[src/rtl/ram64_core.sv]
// ram64_core: 64 x 16-bit memory, one synchronous write port and one
// combinational read port. Organised as eight 8-word banks: address[5:3]
// picks the bank, address[2:0] picks the word inside that bank.
// Optional feature macro: RAM64_BYPASS_EN -- when defined, write data is
// forwarded combinationally to `out` while load=1 (suppressed in reset).
// Reset (rst_n, async, active-low) clears every word.

module ram64_core (
  input  logic        clk,
  input  logic        rst_n,
  output logic [15:0] out,
  input  logic [15:0] in,
  input  logic [5:0]  address,
  input  logic        load
);

  // Storage: word_r[bank][word]
  logic [15:0] word_r [0:7][0:7];

  logic [2:0]  bank_sel_s;
  logic [2:0]  word_sel_s;
  logic [7:0]  bank_we_s;
  logic [15:0] bank_rd_s [0:7];
  logic [15:0] mem_rd_s;

  // One-hot decode of a 3-bit bank index into per-bank enables.
  function automatic logic [7:0] bank_decode(input logic [2:0] sel);
    logic [7:0] onehot;
    case (sel)
      3'd0:    onehot = 8'b0000_0001;
      3'd1:    onehot = 8'b0000_0010;
      3'd2:    onehot = 8'b0000_0100;
      3'd3:    onehot = 8'b0000_1000;
      3'd4:    onehot = 8'b0001_0000;
      3'd5:    onehot = 8'b0010_0000;
      3'd6:    onehot = 8'b0100_0000;
      3'd7:    onehot = 8'b1000_0000;
      default: onehot = 8'b0000_0000;
    endcase
    return onehot;
  endfunction

  assign bank_sel_s = address[5:3];
  assign word_sel_s = address[2:0];

  // Bank write enables: exactly one bank enabled when load is high.
  always_comb begin
    bank_we_s = 8'h00;
    if (load) begin
      bank_we_s = bank_decode(bank_sel_s);
    end else begin
      bank_we_s = 8'h00;
    end
  end

  // Word storage: async clear, otherwise write the addressed word only.
  always_ff @(posedge clk or negedge rst_n) begin
    if (!rst_n) begin
      for (int b = 0; b < 8; b++) begin
        for (int w = 0; w < 8; w++) begin
          word_r[b][w] <= 16'h0000;
        end
      end
    end else begin
      for (int b = 0; b < 8; b++) begin
        for (int w = 0; w < 8; w++) begin
          if (bank_we_s[b] && (word_sel_s == 3'(w))) begin
            word_r[b][w] <= in;
          end
        end
      end
    end
  end

  // Per-bank read: each bank presents the word selected by address[2:0].
  always_comb begin
    for (int b = 0; b < 8; b++) begin
      bank_rd_s[b] = word_r[b][word_sel_s];
    end
  end

  // 8:1 bank output mux on address[5:3].
  always_comb begin
    mem_rd_s = 16'h0000;
    case (bank_sel_s)
      3'd0:    mem_rd_s = bank_rd_s[0];
      3'd1:    mem_rd_s = bank_rd_s[1];
      3'd2:    mem_rd_s = bank_rd_s[2];
      3'd3:    mem_rd_s = bank_rd_s[3];
      3'd4:    mem_rd_s = bank_rd_s[4];
      3'd5:    mem_rd_s = bank_rd_s[5];
      3'd6:    mem_rd_s = bank_rd_s[6];
      3'd7:    mem_rd_s = bank_rd_s[7];
      default: mem_rd_s = 16'h0000;
    endcase
  end

  // Output select: stored word, or forwarded write data when bypass is built in.
  always_comb begin
    out = mem_rd_s;
`ifdef RAM64_BYPASS_EN
    if (load && rst_n) begin
      out = in;
    end else begin
      out = mem_rd_s;
    end
`else
    out = mem_rd_s;
`endif
  end

endmodule

[config.mk]
export PLATFORM = sky130hd
export DESIGN_NAME = ram64_core
export DESIGN_NICKNAME = d
export VERILOG_FILES = /design/src/rtl/ram64_core.sv
export SDC_FILE = /design/constraint.sdc
export NUM_CORES = 1
export LEC_CHECK = 0
export ABC_AREA = 1
export CAP_MARGIN = 20
export CELL_PAD_IN_SITES_DETAIL_PLACEMENT = 0
export CELL_PAD_IN_SITES_GLOBAL_PLACEMENT = 2
export CORE_ASPECT_RATIO = 2
export CORE_UTILIZATION = 38
export CTS_CLUSTER_DIAMETER = 100
export DETAILED_ROUTE_END_ITERATION = 7
export HOLD_SLACK_MARGIN = 0.05
export PLACE_DENSITY_LB_ADDON = 0.08
export SLEW_MARGIN = 0
export SYNTH_ARGS = -nofsm -noshare
export SYNTH_HDL_FRONTEND = slang
export SYNTH_SLANG_ARGS = --single-unit
[constraint.sdc]
create_clock -name clk -period 2.6 [get_ports clk]
set_input_delay 0.52 -clock clk [delete_from_list [all_inputs] [get_ports clk]]
set_output_delay 0.52 -clock clk [all_outputs]
set_load 0.1 [all_outputs]
-- Yosys cells after proc, flatten, opt, wreduce, memory -nomap -nowiden
Memory sizes are Yosys's and may differ from the RTL's.
Cells that the tools add are included.
- equality and inequality tests: 14
- reduce and logical (&&, ||, !) cells: 66
- magnitude comparators: 1
- bitwise operators: 1
- multiplexer cells: 26
- operators with widths (kind ; number):
    16-bit binary-select mux with 3-bit select ; 8
    16-bit 2-to-1 mux ; 16
    16-bit one-hot mux with 8 select lines ; 1
    1-bit logical AND ; 64
    3-bit == test (second input constant) ; 8
    3-bit by 2-bit == test with 1-bit output (second input constant) ; 4
    8-bit 2-to-1 mux ; 1
    3-bit by 1-bit == test with 1-bit output (second input constant) ; 2
    3-bit zero test ; 2
    4-bit greater-or-equal comparator (second input constant) ; 1
    3-bit NOT with 4-bit output ; 1
- register bits: 1024
- output and inout bits: 16
- memories: 1
- input bits: 25
- memory bits (read-only): 64
- memory list (memory ; depth ; bits a word ; read ports ; clocked after memory_dff ; wr ports ; line ; source):
    (name not given) ; 8 ; 8 ; 1 ; 0 ; 0 ; 29 ; case (sel)

-- Logic depth before layout (Yosys ltp)
- depth after elaboration: 5
- mapped depth: 12
- gate-level depth less buffers: 9

-- Least setup slack after synthesis
No wires, ideal clock.
- path kind: input-to-output
- start: input address[4]
- end: output out[6]
- path slack: -477 ps
- data arrival time: 2557 ps
- stages on the path: 8
- path buffers: 2
- path through: buf_4 -> inv_1 -> nor3_1 -> buf_2 -> nand3_1 -> nand2_1 -> nor2_1 -> nand3_1
- longest elaborated chain between the ends: 2
- ends and longest elaborated chain (item ; line ; source):
    start: declaration ; 13 ; input logic [5:0] address,
    3-bit == test, or another cell as far along ; 85 ; case (bank_sel_s)
    16-bit one-hot mux with 8 select lines * ; 85 ;
    end: declaration ; 11 ; output logic [15:0] out,
Mark *: on every way between the ends. The rest lies on a longest branch, timed or not.

-- Worst setup path after layout
- start: input address[0]
- end: output out[5]
- longest elaborated chain between the ends: 5
- ends and longest elaborated chain (item ; line ; source):
    3-bit NOT with 4-bit output (implied by the code) * ; 78 ; bank_rd_s[b] = word_r[b][word_sel_s];
    16-bit binary-select mux with 3-bit select ; 78 ;
    16-bit 2-to-1 mux (implied by the code) (2 in a row) ; 78 ;
    16-bit one-hot mux with 8 select lines * ; 85 ;
Mark *: on every way between the ends. The rest lies on a longest branch, timed or not. The select of a mux whose other input is x is not followed.

==> flow_metrics.tcl <==
set metrics [dict create \
    synth_edf_count 0 \
    ys_seq_area_frac 0.554 \
    max-slew-margin-rel 0.539 \
    critical_path_arrival_ps 2430 \
    finalCritPeriodShare 1.13 \
    crit_slowest_cell "o211ai_1" \
    worstPathRequired_ps 2080 \
    crit_path_max_fanout 7 \
    synth.area.top_cells "dfrtp_1 55%, nand2_1 20%, o21ai_0 8.4%" \
    dp_cells 7466 \
    drv_slew 0 \
    path_clk_slew_ps 60 \
    async_flop_share 1.00 \
    detail_route.wl_per_cell_um 23.1 \
    reg2reg_slack_ps 1900 \
    synth_cell_type_count 24 \
    fin_nets 6078 \
    wl_mm 178 \
    gp_congestion 0.864 \
    power_frac_comb 0.164 \
    synth_flop_cell "dfrtp_1" \
    hold_class "in -> async" \
    synth.cells.most_frequent "2455 x nand2_1, 1024 x dfrtp_1, 773 x o21ai_0" \
    drt_iter0_drc 3056 \
    insertion_delay_ps 730 \
    placed_area_um2 52600 \
    top_regs "word_r x1024" \
    ant_nets 0 \
    port_buffers 40 \
    ys_ff_latch 1024 \
    ir_drop_v 0.000718 \
    cts_tree "done" \
    dieArea_um2 123000 \
    synth_top_area_cell "dfrtp_1" \
    r2r-end "word_r[1008]$_DFFE_PN0P_" \
    power.density_nw_per_um2 726 \
    htree_levels 3 \
    die_h_um 496 \
    syn_to_final_growth_pct 24.9 \
    internal-power_mw 29.7 \
    grt_pass1_vias 39821 \
    track_usage 0.292 \
    num_rows 180 \
    routed-via-count 40070 \
    rsz0062_at_grt "true" \
    clock-sinks 1024 \
    timing.setup.tns_ps -3880 \
    tightest_slew_ps 691 \
    synth_top_area_frac 0.554 \
    clockPowerShare 0.372 \
    drive_gt1_frac 0.150 \
    cts_buffers 100 \
    syn_avg_cell_area_um2 7.83 \
    cp_cell_sequence "buf_16 > buf_12 > nor2_4 > buf_12 > buf_16 > buf_16 > nand2_2 > nand4_1 > o211ai_1 > nand3_4 > buf_12" \
    hold_viol_final 0 \
    place_ws_ps -818 \
    fin_area_um2 57800 \
    p_switching_mw 12.2 \
    crit_type "in -> out" \
    drcViolationCount 0 \
    vias_per_cell 5.21 \
    setup_ws_ps -351 \
    largest_register_ff_count 1024 \
    stdcell_count 7684 \
    grt_max_degree 91 \
    antenna_found_initial 3 \
    crit_path_end_kind "primary output" \
    drt_pass1_iterations 5 \
    coreArea_um2 120000 \
    seq_power_share 0.464 \
    setup_viol 16 \
    max_cap_violations 0 \
    clock_skew_ps 0 \
    worstReg2RegStart "word_r[1008]$_DFFE_PN0P_" \
    status "complete, but fails checks" \
    synthesis.area_um2 46300 \
    fmax_mhz 339 \
    violations "setup timing" \
    finalCriticalPeriod_ps 2950 \
    n_fill_cell 11951 \
    ios 41 \
    clockBufferDepth 3 \
    hold_ws_ps 378 \
    final_util 0.480 \
    cts_root_buf "clkbuf_16" \
    crit_path_start_kind "input pin" \
    grt_first_pass_wirelength_mm 267 \
    p_leak_nw 27.5 \
    syn-num-nets 5935 \
    ys_warn_count 0 \
    netlist_instances 5910 \
    yosysMostFrequentCell "nand2_1" \
    dp_hpwl_mm 116 \
    die_w_um 249 \
    grt_overflow 0 \
    power_mw 42.0 \
    crit_path_max_incr_delay_ps 490 \
    p_sw_frac 0.292 \
    initial_core_util 0.384 \
    rr_worst_depth 2 \
    top_register "word_r" \
]
==> layout make-up <==
| type | count | area, um^2 | share of cell area |
|---|---|---|---|
| timing repair buffer | 517 | 6750 | 0.117 |
| sequential | 1024 | 25600 | 0.443 |
| inverter | 89 | 383 | 0.00662 |
| clock buffer | 151 | 2970 | 0.0513 |
| tap | 1547 | 1940 | 0.0335 |
| multi-input combinational | 4321 | 19600 | 0.340 |
| antenna | 1 | 2.50 | 0.0000433 |
| clock inverter | 34 | 487 | 0.00842 |
==> routing by layer <==
metal  vias up  track usage  part of all wire
met5         -            0                 0
met4         0        0.119             0.041
met3       235       0.0278             0.036
met2       828        0.524              0.51
met1     19695        0.360              0.41
li1      19312            -                 -
==> worst max-delay path: cells and delay by family <==
| family | cells | cell delay, ps |
|---|---|---|
| buffers and inverters | 6 | 960 |
| AOI/OAI and AO/OA | 1 | 490 |
| and+or+nand+nor | 4 | 410 |
==> power groups by stage <==
| stage | sequential [mW] | combinational (mW) | clock (mW) |
|---|---|---|---|
| 2_1_floorplan | 19.4 | 3.87 | 0 |
| 3_3_place_gp | 19.7 | 6.51 | 0 |
| 3_5_place_dp | 19.7 | 6.59 | 0 |
| 4_1_cts | 19.4 | 6.89 | 16.0 |
| 5_1_grt | 19.7 | 7.71 | 16.5 |
| 6_report | 19.5 | 6.87 | 15.6 |
==> kinds of logic (layout without fill, tap and decap cells) <==
| logic type | count (synthesis) | in the layout | share of synthesized area |
|---|---|---|---|
| simple gates | 3175 | 3175 | 0.272 |
| buf+inv | 565 | 791 | 0.0481 |
| compound gates | 1146 | 1146 | 0.126 |
| flops | 1024 | 1024 | 0.554 |
| other cells | 0 | 1 | 0 |
==> layout by cell type, fill, tap and decap left out, types with 33 or more instances in the layout <==
cell,n
inv_1,67
a21oi_1,261
nand3_2,79
clkbuf_16,104
o21ai_0,766
nor2_1,265
o21ai_1,76
buf_12,186
buf_4,266
nand2_1,2405
nand2_2,42
nand3_1,239
nor2_2,33
nand4_1,41
dfrtp_1,1024
==> what timing repair did <==
| item | CTS | global route |
|---|---|---|
| gates resized for setup | 205 | 97 |
| hold buffers | 1 | 0 |
| endpoints found under the setup margin | 16 | 16 |
| cloned | 9 | 2 |
| endpoints found under the hold margin | 22 | 0 |
| buffers inserted | 22 | 1 |
| pin swaps | 52 | 57 |
==> worst max path at each step <==
stage	startpoint	endpoint	cells past startpoint
4_1_cts	address[0]	out[8]	11
3_5_place_dp	address[1]	out[6]	12
5_1_grt	address[0]	out[0]	12
3_3_place_gp	address[1]	out[6]	12
6_report	address[0]	out[5]	11
2_1_floorplan	address[4]	out[13]	8
Note: power is estimated with default switching activity, not from simulation.
